**src/rtl/branch_ctrl.sv**
```systemverilog
// D-stage branch resolution control: detects operand hazards against E/M,
// stalls the exact number of cycles required, then resolves and counts branches.
module branch_ctrl #(
  parameter int unsigned CNT_W = 16
) (
  input  logic             clk,
  input  logic             rst_n,
  input  logic             d_valid,
  input  logic [5:0]       d_op,
  input  logic [4:0]       d_rs,
  input  logic [4:0]       d_rt,
  input  logic             e_regwrite,
  input  logic [4:0]       e_dst,
  input  logic             e_load,
  input  logic             m_regwrite,
  input  logic [4:0]       m_dst,
  input  logic             m_load,
  input  logic             cmp_true,
  output logic             stall_d,
  output logic             br_taken,
  output logic [CNT_W-1:0] br_cnt,
  output logic [CNT_W-1:0] tk_cnt
);

  typedef enum logic [1:0] {
    IDLE    = 2'd0,
    WAIT    = 2'd1,
    RESOLVE = 2'd2
  } state_t;

  state_t     state, state_nx;
  logic [1:0] cnt, cnt_nx;
  logic       upd;
  logic       is_two_src, is_branch;
  logic [1:0] need_rs, need_rt, need;

  function automatic logic [1:0] src_need(
    input logic [4:0] src,
    input logic       ew, input logic [4:0] ed, input logic el,
    input logic       mw, input logic [4:0] md, input logic ml
  );
    logic [1:0] n;
    n = 2'd0;
    if (src != 5'd0) begin
      if (ew && ed == src)            n = el ? 2'd2 : 2'd1;
      else if (mw && ml && md == src) n = 2'd1;
    end
    return n;
  endfunction

  always_comb begin
    is_two_src = (d_op == 6'b000100) || (d_op == 6'b000101);
    is_branch  = d_valid &&
                 ((d_op[5:2] == 4'b0001) ||
                  ((d_op == 6'b000001) && (d_rt == 5'd0 || d_rt == 5'd1)));
    need_rs = src_need(d_rs, e_regwrite, e_dst, e_load, m_regwrite, m_dst, m_load);
    need_rt = is_two_src ?
              src_need(d_rt, e_regwrite, e_dst, e_load, m_regwrite, m_dst, m_load) : 2'd0;
    need    = (need_rs > need_rt) ? need_rs : need_rt;
  end

  always_comb begin
    state_nx = state;
    cnt_nx   = cnt;
    stall_d  = 1'b0;
    br_taken = 1'b0;
    upd      = 1'b0;
    unique case (state)
      IDLE: begin
        if (is_branch) begin
          case (need)
            2'd0: begin
              br_taken = cmp_true;
              upd      = 1'b1;
            end
            2'd1: begin
              stall_d  = 1'b1;
              state_nx = RESOLVE;
            end
            default: begin
              stall_d  = 1'b1;
              cnt_nx   = 2'd1;
              state_nx = WAIT;
            end
          endcase
        end
      end
      WAIT: begin
        // A D-stage flush abandons the branch outright
        if (!d_valid) begin
          cnt_nx   = '0;
          state_nx = IDLE;
        end else begin
          stall_d = 1'b1;
          cnt_nx  = cnt - 2'd1;
          if (cnt == 2'd1) state_nx = RESOLVE;
        end
      end
      RESOLVE: begin
        state_nx = IDLE;
        if (d_valid) begin
          br_taken = cmp_true;
          upd      = 1'b1;
        end
      end
      default: state_nx = IDLE;
    endcase
  end

  always_ff @(posedge clk or negedge rst_n) begin
    if (!rst_n) begin
      state <= IDLE;
      cnt   <= '0;
    end else begin
      state <= state_nx;
      cnt   <= cnt_nx;
    end
  end

  always_ff @(posedge clk or negedge rst_n) begin
    if (!rst_n) begin
      br_cnt <= '0;
      tk_cnt <= '0;
    end else if (upd) begin
      if (br_cnt != '1)             br_cnt <= br_cnt + 1'b1;
      if (br_taken && tk_cnt != '1) tk_cnt <= tk_cnt + 1'b1;
    end
  end

endmodule
```
**config.mk**
```make
export PLATFORM = sky130hd
export DESIGN_NAME = branch_ctrl
export DESIGN_NICKNAME = d
export VERILOG_FILES = /design/src/rtl/branch_ctrl.sv
export SDC_FILE = /design/constraint.sdc
export NUM_CORES = 1
export LEC_CHECK = 0
export CAP_MARGIN = 20
export CELL_PAD_IN_SITES_DETAIL_PLACEMENT = 0
export CELL_PAD_IN_SITES_GLOBAL_PLACEMENT = 1
export CORE_MARGIN = 3
export CORE_UTILIZATION = 48
export CTS_CLUSTER_SIZE = 8
export DETAILED_ROUTE_END_ITERATION = 12
export DONT_BUFFER_PORTS = 1
export PLACE_DENSITY_LB_ADDON = 0.1
export SLEW_MARGIN = 20
export SYNTH_ARGS = -nofsm -noshare
export SYNTH_HDL_FRONTEND = slang
export SYNTH_SLANG_ARGS = --single-unit
```
**constraint.sdc**
```tcl
create_clock -name clk -period 5.73 [get_ports clk]
set_input_delay 1.4325 -clock clk [delete_from_list [all_inputs] [get_ports clk]]
set_output_delay 1.4325 -clock clk [all_outputs]
set_load 0.01 [all_outputs]
```
==> parameters.txt <==
Parameter                              Value

Logic synthesis
  Share of synthesized area occupied by flip-flops and latches ... 0.380
  Fraction of post-synthesis cell area in the top cell type by area ... 0.380
  Number of warning messages in the yosys log ... 0
  Yosys cell types ... 45
  Mapped Cells ... 233
  Average size of a mapped cell ... 10.2 µm²
  EDFF count, synth ... 0
  Synth Net Count ... 273
  Main flop type after synthesis ... sky130_fd_sc_hd__dfrtp_1
  Main area contributors after synthesis ... sky130_fd_sc_hd__dfrtp_1 38%, sky130_fd_sc_hd__xor2_1 15%, sky130_fd_sc_hd__nor3_2 4.2%, sky130_fd_sc_hd__ha_1 3.2%, sky130_fd_sc_hd__nor2_1 3.2%
  Flops & latches, synth ... 36
  Post-synthesis instance area ... 0.00237 mm²
  Cell type contributing the most total cell area after synthesis ... sky130_fd_sc_hd__dfrtp_1
  Share of flip-flops with an asynchronous set or reset after synthesis ... 1.00

Die
  Placeable core region ... 0.00456 mm²
  Die extent in y ... 76.2 µm
  Initial Utilization ... 0.519
  Die X-Extent ... 76.2 µm
  Cell row count ... 24
  Top-level port count ... 68
  Area enclosed by the die boundary ... 0.00581 mm²

Drt
  Avg Vias per Cell ... 5.70
  TritonRoute pass-1 iters ... 4
  Final WL ... 4950 µm
  Starting DRC count in detailed routing ... 79
  Number of antenna-violating nets in the routed design ... 0
  Drc violations ... 0
  Routed length per instance ... 16.5 µm
  Number of vias after detailed routing ... 1716

Clocking
  Setup Fix Bufs, Post-CTS ... 0
  CTS tree ... yes
  CTS sink cnt ... 36
  H-Tree Level Count ... 2
  Clock transition at the registers of the reported paths ... 0.06 ns
  TritonCTS buffer count ... 5
  Root cell of the clock tree ... sky130_fd_sc_hd__clkbuf_8
  Post-CTS Hold Fix Bufs ... 0
  Maximum root-to-sink buffer count ... 2
  Post-CTS resize count ... 0
  Source-to-sink clock delay at the later pin of the worst-skew pair ... 0.29 ns

Worst setup path
  Startpoint of the worst-slack reg-to-reg timing path ... tk_cnt[2]
  CP Data Arrival Time ... 4.04 ns
  Startpoint type of the worst setup path ... input pin
  Startpoint of the most critical setup path ... e_dst[3]
  Required time at the worst-slack endpoint ... 4.30 ns
  Largest fanout on the critical path ... 4
  Worst Setup End Kind ... output port
  Critical path class ... in -> out
  Cells on worst reg2reg path ... 6

Finish
  Number of antenna cells inserted ... 0
  Post-synthesis to final-layout area growth ... 6.81%
  Layout cells sized above 1 ... 0.161
  Non-filler cells, final ... 301
  Number of nets in the layout ... 275
  Layout fillers ... 426

Timing
  Slew margin rel. ... 0.563
  RSZ-0062 raised after global routing ... no
  Worst clock skew ... 0.00869 ns
  Final setup violation count ... 0
  Final-layout setup total negative slack ... 0 ns
  Max Transition Viols Final ... 0
  Clock period minus worst slack ... 5.47 ns
  Portion of the clock cycle consumed by the worst path in the final layout ... 0.955
  Worst Setup Slack, final ... 0.258 ns
  Maximum frequency from static timing analysis ... 0.183 GHz
  Number of hold violations in the final report ... 0
  Tightest Pin Transition ... 0.655 ns

Placement
  Setup Slack @ Placement ... 0.262 ns
  Detailed placement HPWL ... 3810 µm
  Number of port buffers ... 0
  Placed insts ... 293
  Global placement routability congestion ... 0.893

Global routing
  Total congestion overflow after global routing ... 0
  Largest net degree at the start of global routing ... 37
  Initial antenna violation count ... 0
  Via count of the first global-routing pass ... 1783
  First-pass GRT wire length ... 8490 µm
  Global routing usage summed across all routing layers ... 0.176

Job
  Max-cap violations ... 0

Worst hold path
  Hold wc startpoint ... cnt[1]
  Class of the tightest hold or removal check ... reg -> reg
  Number of cells traversed by the worst hold path ... 2

Outcome
  Status ... completed

Power and ir drop
  P per Cell Area ... 229 mW/mm²
  Highest ir drop seen on vdd ... 0.154 mV
  Leakage ... 1.21 nW
cells by family after synthesis:
| logic type | count (synthesis) | share of synthesized area |
|---|---|---|
| simple gates | 105 | 0.285 |
| xor+xnor | 49 | 0.181 |
| flops | 36 | 0.380 |
| compound gates | 18 | 0.0692 |
| buf+inv | 15 | 0.0343 |
| fa+ha+maj | 6 | 0.0317 |
| mux | 4 | 0.0180 |
synth_stat cells, drive strengths merged (2+ instances only):
library cell	instances
xor2	41
dfrtp	36
nor2	20
nor3	16
nand2	15
nand3	14
and3	9
inv	9
nand4	8
xnor2	8
ha	6
nor4	6
buf	5
a21oi	4
and2	4
nor3b	4
o21ai	3
a22oi	2
and4	2
mux2	2
mux2i	2
nor4b	2
o211ai	2
or4	2
worst max-delay path: stages:
cell and delay (ns):
sky130_fd_sc_hd__xor2_1 0.15, sky130_fd_sc_hd__nor4_1 0.32, sky130_fd_sc_hd__and3_1 0.26, sky130_fd_sc_hd__mux2i_1 0.36
sky130_fd_sc_hd__and2_1 0.19, sky130_fd_sc_hd__ha_1 0.14, sky130_fd_sc_hd__nor2_1 0.05, sky130_fd_sc_hd__o22ai_1 0.26
sky130_fd_sc_hd__nor2b_1 0.29, sky130_fd_sc_hd__a2bb2oi_4 0.10, sky130_fd_sc_hd__a21oi_1 0.16, sky130_fd_sc_hd__nand2_1 0.06
sky130_fd_sc_hd__a21oi_1 0.26
metal layers:
| layer | GRT usage | up-vias | wire length (µm) |
|---|---|---|---|
| met3 | 0.0662 | 7 | 442 |
| met2 | 0.291 | 57 | 2360 |
| met1 | 0.214 | 830 | 2100 |
| met5 | 0 | - | 0 |
| met4 | 0.0489 | 0 | 55 |
| li1 | - | 822 | - |
cell usage in the layout (no fill, tap or decap), types with 2 or more instances in the layout:
| master | n |
|---|---|
| sky130_fd_sc_hd__nor3b_2 | 3 |
| sky130_fd_sc_hd__nand2_1 | 15 |
| sky130_fd_sc_hd__xnor2_1 | 8 |
| sky130_fd_sc_hd__nor3_2 | 10 |
| sky130_fd_sc_hd__nor4b_2 | 2 |
| sky130_fd_sc_hd__mux2i_1 | 2 |
| sky130_fd_sc_hd__nor2_1 | 20 |
| sky130_fd_sc_hd__nand4_1 | 8 |
| sky130_fd_sc_hd__mux2_2 | 2 |
| sky130_fd_sc_hd__dfrtp_1 | 36 |
| sky130_fd_sc_hd__nand3_1 | 14 |
| sky130_fd_sc_hd__and3_1 | 9 |
| sky130_fd_sc_hd__o21ai_0 | 3 |
| sky130_fd_sc_hd__xor2_1 | 41 |
| sky130_fd_sc_hd__and2_1 | 2 |
| sky130_fd_sc_hd__nor4_1 | 3 |
| sky130_fd_sc_hd__nor3_1 | 4 |
| sky130_fd_sc_hd__clkbuf_8 | 5 |
| sky130_fd_sc_hd__nor4_2 | 3 |
| sky130_fd_sc_hd__nor3_4 | 2 |
| sky130_fd_sc_hd__a21oi_1 | 4 |
| sky130_fd_sc_hd__inv_1 | 9 |
| sky130_fd_sc_hd__ha_1 | 6 |
| sky130_fd_sc_hd__and4_1 | 2 |
stage by stage:
stage                     hold slack, ns   util  area [µm²]  total power (W)
after global placement             0.492  0.531        2420         0.000361
after floorplan                    0.470      -        2370         0.000349
after detailed placement           0.492  0.531        2420         0.000363
after CTS                          0.510  0.554        2530         0.000585
after global routing               0.572  0.554        2530         0.000608
final                              0.505  0.554        2530         0.000578
state kept, by name, summed over array words and instances (netlist names):
register / flops
cnt: 2
br_cnt: 16
tk_cnt: 16
state: 2
cell type report:
class,instances,area (µm²),area share
multi-input cells,182,1390,0.548
flip-flops and latches,36,901,0.356
well taps,65,81.3,0.0321
clock buffers,6,72.6,0.0287
clock inverters,2,35.0,0.0138
inverters,9,33.8,0.0134
repair buffers,1,20.0,0.00791
power by group:
group | internal [W] | leakage (nW) | switching, W
Combinational | 0.0000278 | 0.664 | 0.0000248
Sequential | 0.000270 | 0.487 | 0.0000361
Clock | 0.000129 | 0.0552 | 0.0000908
Total | 0.000427 | 1.21 | 0.000152
worst paths after layout:
check,end,slack (ns)
setup reg to reg,tk_cnt[1],3.44
max in group asynchronous,cnt[0],4.81
hold / removal,cnt[1],0.50
hold reg to reg,cnt[1],0.50
setup / recovery,stall_d,0.26
min in group asynchronous,tk_cnt[12],0.83
(Power assumes the default switching activity.)
